### src/rtl/fnd_display_arbiter.sv
// Decides which 4-digit value drives the FND controller: the background value, or one of two
// overlay requesters. Each overlay keeps the display for TICK_DIV*HOLD_TICKS cycles.
module fnd_display_arbiter #(
   parameter int TICK_DIV   = 100_000,
   parameter int HOLD_TICKS = 2000
) (
   input  logic        clk,
   input  logic        reset,
   input  logic [15:0] bg_data,
   input  logic [1:0]  req,
   input  logic [15:0] req_data0,
   input  logic [15:0] req_data1,
   input  logic        cancel,
   output logic [1:0]  gnt,
   output logic [1:0]  owner,
   output logic [15:0] fnd_data
);

   localparam int PW = (TICK_DIV > 1) ? $clog2(TICK_DIV) : 1;
   localparam int HW = (HOLD_TICKS > 1) ? $clog2(HOLD_TICKS) : 1;
   localparam logic [PW-1:0] PRESC_LAST = PW'(TICK_DIV - 1);
   localparam logic [HW-1:0] HOLD_LAST  = HW'(HOLD_TICKS - 1);

   // Handshake: req[n] is a level held with req_datan until the one-cycle gnt[n] pulse;
   // the requester may drop or keep req after that pulse.
   typedef enum logic [1:0] {
      IDLE  = 2'd0,
      SHOW0 = 2'd1,
      SHOW1 = 2'd2
   } state_t;

   state_t          state, state_n;
   logic [15:0]     fnd_n;
   logic [1:0]      gnt_n;
   logic            last_grant, last_grant_n;
   logic [PW-1:0]   presc, presc_n;
   logic [HW-1:0]   hold, hold_n;
   logic            expiry;
   logic            grant;
   logic            pick;

   always_ff @(posedge clk or posedge reset) begin
      if (reset) begin
         state      <= IDLE;
         fnd_data   <= 16'h0000;
         gnt        <= 2'b00;
         last_grant <= 1'b1;
         presc      <= '0;
         hold       <= '0;
      end else begin
         state      <= state_n;
         fnd_data   <= fnd_n;
         gnt        <= gnt_n;
         last_grant <= last_grant_n;
         presc      <= presc_n;
         hold       <= hold_n;
      end
   end

   always_comb begin
      state_n      = state;
      fnd_n        = fnd_data;
      gnt_n        = 2'b00;
      last_grant_n = last_grant;
      presc_n      = '0;
      hold_n       = '0;
      grant        = 1'b0;
      expiry       = (presc == PRESC_LAST) && (hold == HOLD_LAST);

      // On a tie, favour whichever requester was not granted last.
      case (req)
         2'b10:   pick = 1'b1;
         2'b11:   pick = ~last_grant;
         default: pick = 1'b0;
      endcase

      case (state)
         IDLE: begin
            fnd_n = bg_data;
            grant = |req;
         end
         SHOW0, SHOW1: begin
            if (cancel) begin
               state_n = IDLE;
               fnd_n   = bg_data;
            end else if (expiry) begin
               grant = |req;
               if (!(|req)) begin
                  state_n = IDLE;
                  fnd_n   = bg_data;
               end
            end else if (presc == PRESC_LAST) begin
               hold_n = hold + HW'(1);
            end else begin
               presc_n = presc + PW'(1);
               hold_n  = hold;
            end
         end
         default: begin
            state_n = IDLE;
            fnd_n   = bg_data;
         end
      endcase

      if (grant) begin
         state_n      = pick ? SHOW1 : SHOW0;
         fnd_n        = pick ? req_data1 : req_data0;
         gnt_n        = pick ? 2'b10 : 2'b01;
         last_grant_n = pick;
      end
   end

   always_comb begin
      case (state)
         SHOW0:   owner = 2'd1;
         SHOW1:   owner = 2'd2;
         default: owner = 2'd0;
      endcase
   end

endmodule

### config.mk
export PLATFORM = sky130hd
export DESIGN_NAME = fnd_display_arbiter
export DESIGN_NICKNAME = d
export VERILOG_FILES = /design/src/rtl/fnd_display_arbiter.sv
export SDC_FILE = /design/constraint.sdc
export NUM_CORES = 1
export LEC_CHECK = 0
export CAP_MARGIN = 20
export CORE_MARGIN = 2
export CORE_UTILIZATION = 45
export DETAILED_ROUTE_END_ITERATION = 8
export GPL_TIMING_DRIVEN = 1
export PLACE_DENSITY = 0.72
export SLEW_MARGIN = 20
export SYNTH_ARGS = -nofsm -noshare
export SYNTH_HDL_FRONTEND = slang
export SYNTH_SLANG_ARGS = --single-unit
### constraint.sdc
create_clock -name clk -period 2.3 [get_ports clk]
set_input_delay 0.23 -clock clk [delete_from_list [all_inputs] [get_ports clk]]
set_output_delay 0.23 -clock clk [all_outputs]
set_load 0.03 [all_outputs]
==> metrics.md <==
| Metric | Value |
|---|---|
| Status | complete, no violations |
| Max Cap Viol | 0 |
| Initial Utilization | 45.9% |
| Die area | 7070 sq um |
| Final setup TNS | 0 ns |
| Port Buffer Count | 72 |
| IO Count | 73 |
| Peak VDD IR | 0.000720 V |
| Worst-Skew Late Latency | 0.30 ns |
| DRT Wirelength | 7.08 mm |
| Post-DRT Antenna Nets | 0 |
| Gr usage total | 20.9% |
| Final HPWL DP | 5.06 mm |
| Crit path cell chain | ha_1 -> nand3_1 -> or4_1 -> o21ai_2 -> o22ai_1 -> a22o_1 |
| Inst Count DP | 437 |
| EDFF count, synth | 0 |
| Clock slew at reported path FFs | 0.09 ns |
| NumNets Final | 426 |
| RSZ-0062 raised after global routing | false |
| Worst-case clock skew | 0.00986 ns |
| Vias in the first global route | 2464 |
| Cells after Synth | 295 |
| Max transition margin | 68.0% |
| Final Util | 61.3% |
| Yosys warnings | 0 |
| Final worst path period need | 2.13 ns |
| Fmax | 470 MHz |
| Pwr Total | 3.79 mW |
| Cts bufs inserted | 5 |
| Endpoint class of the critical path | flop |
| Core box area | 6280 sq um |
| Flop2flop setup slack | 0.17 ns |
| Clk buf depth | 2 |
| H-tree depth | 2 |
| Share of layout cells above drive strength 1 | 8.42% |
| DR pass1 iterations | 4 |
| Setup bufs post-CTS | 0 |
| CTS tree | built |
| Cell Area, Synth | 2880 sq um |
| P&R area growth vs syn | 33.3% |
| Leak pwr | 1.46 nW |
| Number of synthesized register bits | 49 |
| Die Ht | 84.1 microns |
| Fillers | 528 |
| Data arrival, critical path | 2.32 ns |
| Clock Sinks | 49 |
| DRT iter0 DRCs | 159 |
| Most frequent cells in the layout | clkdlybuf4s50_1 (72), dfrtp_1 (48), nor2_1 (32) |
| WHS | 0.315 ns |
| Largest net degree at the start of global routing | 50 |
| Slowest CP cell | or4_1 |
| Mean Syn Cell Area | 9.78 sq um |
| Setup Viol. Count Final | 0 |
| Commonest non-fill, non-tap cell in the layout | clkdlybuf4s50_1 |
| Root Driver | clkbuf_8 |
| Max-slew violation total from the final report | 0 |
| Antenna cells | 0 |
| Worst EP required | 2.49 ns |
| CP max FO | 6 |
| Worst setup SP type | flop |
| Fin crit share | 92.5% |
| Pwr dens | 985 nW/um^2 |
| Initial antenna violation count | 0 |
| Post-synth top area cell | dfrtp_1 |
| Non-Filler Instances | 445 |
| Async S/R FF share, synth | 100% |
| # hold bufs at CTS | 0 |
| Routed via count | 2515 |
| Global-route wire length before repair | 12.0 mm |
| Top cell type's share of synthesized area | 41.6% |
| Post-synth cell types | 50 |
| Most used DFF post-synth | dfrtp_1 |
| Final RePlAce weighted congestion | 0.831 |
| Critical path class | reg -> reg |
| Hold violation count in the final report | 0 |
| Least-Margin Pin Slew | 0.479 ns |
| Drt wl/cell | 15.9 microns |
| Max incr delay on CP | 0.61 ns |
| Synth area leaders | dfrtp_1 (42%), o211ai_1 (5.2%), a221oi_1 (4.9%) |
| Via density | 5.65 |
| Hold Path Class | in -> async |
| Grt total ovfl | 0 |
| Register area share after synthesis | 42.6% |
| Post_cts resized | 0 |
| Die extent in x | 84.1 microns |
| # rows | 29 |
| Residual DRC | 0 |
| Post-Synthesis Net Count | 354 |
## path summary, 6_finish.rpt
check,startpoint,to,cells after the start
min in group clk,presc[0]$_DFF_PP0_,presc[0]$_DFF_PP0_,1
worst max register to register,hold[0]$_DFFE_PP0P_,state[1]$_DFFE_PP0P_,6
max in group asynchronous,reset,last_grant$_DFFE_PP1P_,3
worst min register to register,presc[0]$_DFF_PP0_,presc[0]$_DFF_PP0_,1
worst max-delay path,hold[0]$_DFFE_PP0P_,state[1]$_DFFE_PP0P_,6
worst min-delay path,reset,hold[3]$_DFFE_PP0P_,3
## registers in the layout, summed over array words and instances (netlist names)
name,flops
presc,17
fnd_data,16
hold,11
gnt,2
state,2
last_grant,1
## synth_stat cells (7+ instances only)
| cell type | n |
|---|---|
| nor2b_1 | 19 |
| o211ai_1 | 20 |
| o31ai_1 | 16 |
| xor2_1 | 15 |
| a221oi_1 | 16 |
| dfrtp_1 | 48 |
| nand2_1 | 14 |
| xnor2_1 | 7 |
| nand3_1 | 8 |
| nor2_1 | 32 |
| clkbuf_1 | 10 |
| nor3b_1 | 16 |
## power by group
group | switching (mW) | internal, mW | total [mW]
Combinational | 1.11 | 0.852 | 1.96
Clock | 0.283 | 0.355 | 0.638
Sequential | 0.120 | 1.07 | 1.19
## per-stage QoR
step                instance area, sq um  setup WS (ns)
floorplan                           2880          0.308
global placement                    3730          0.193
detailed placement                  3730          0.147
CTS                                 3840          0.117
global route                        3840        0.00632
finish                              3840          0.172
## cells by family (layout without fill, tap and decap cells)
family	count (synthesis)	after routing	synth area share (%)
AOI/OAI and AO/OA	70	70	18.2
xor gates and xnor gates	22	22	6.68
adders and majority gates	6	6	2.60
buffers and inverters	23	96	4.16
DFF	49	49	42.6
muxes	1	1	0.390
and+or+nand+nor	124	124	25.4
## metal layers
metal | vias up | routed length (microns) | global-route usage [%]
met3 | 4 | 275 | 3.96
met1 | 1218 | 3260 | 29.5
met2 | 56 | 3490 | 33.2
met5 | - | 0 | 0
li1 | 1237 | - | -
met4 | 0 | 63 | 5.13
## cell type report
class	count	area [sq um]	share of cell area, %
Clock buffer	7	86.3	2.25
Clock inverter	1	30.0	0.781
Sequential cell	49	1230	31.9
Inverter	4	15.0	0.390
Tap cell	77	96.3	2.51
Multi-Input combinational cell	223	1540	40.1
Timing Repair Buffer	84	848	22.1
## worst max-delay path, delay by kind of cell (launching register included)
family	cells	cell delay, ns
AOI/OAI and AO/OA	3	0.62
adders and majority gates	1	0.19
DFF	1	0.40
and+or+nand+nor	2	0.81
Power figures use the tool's default switching activity.
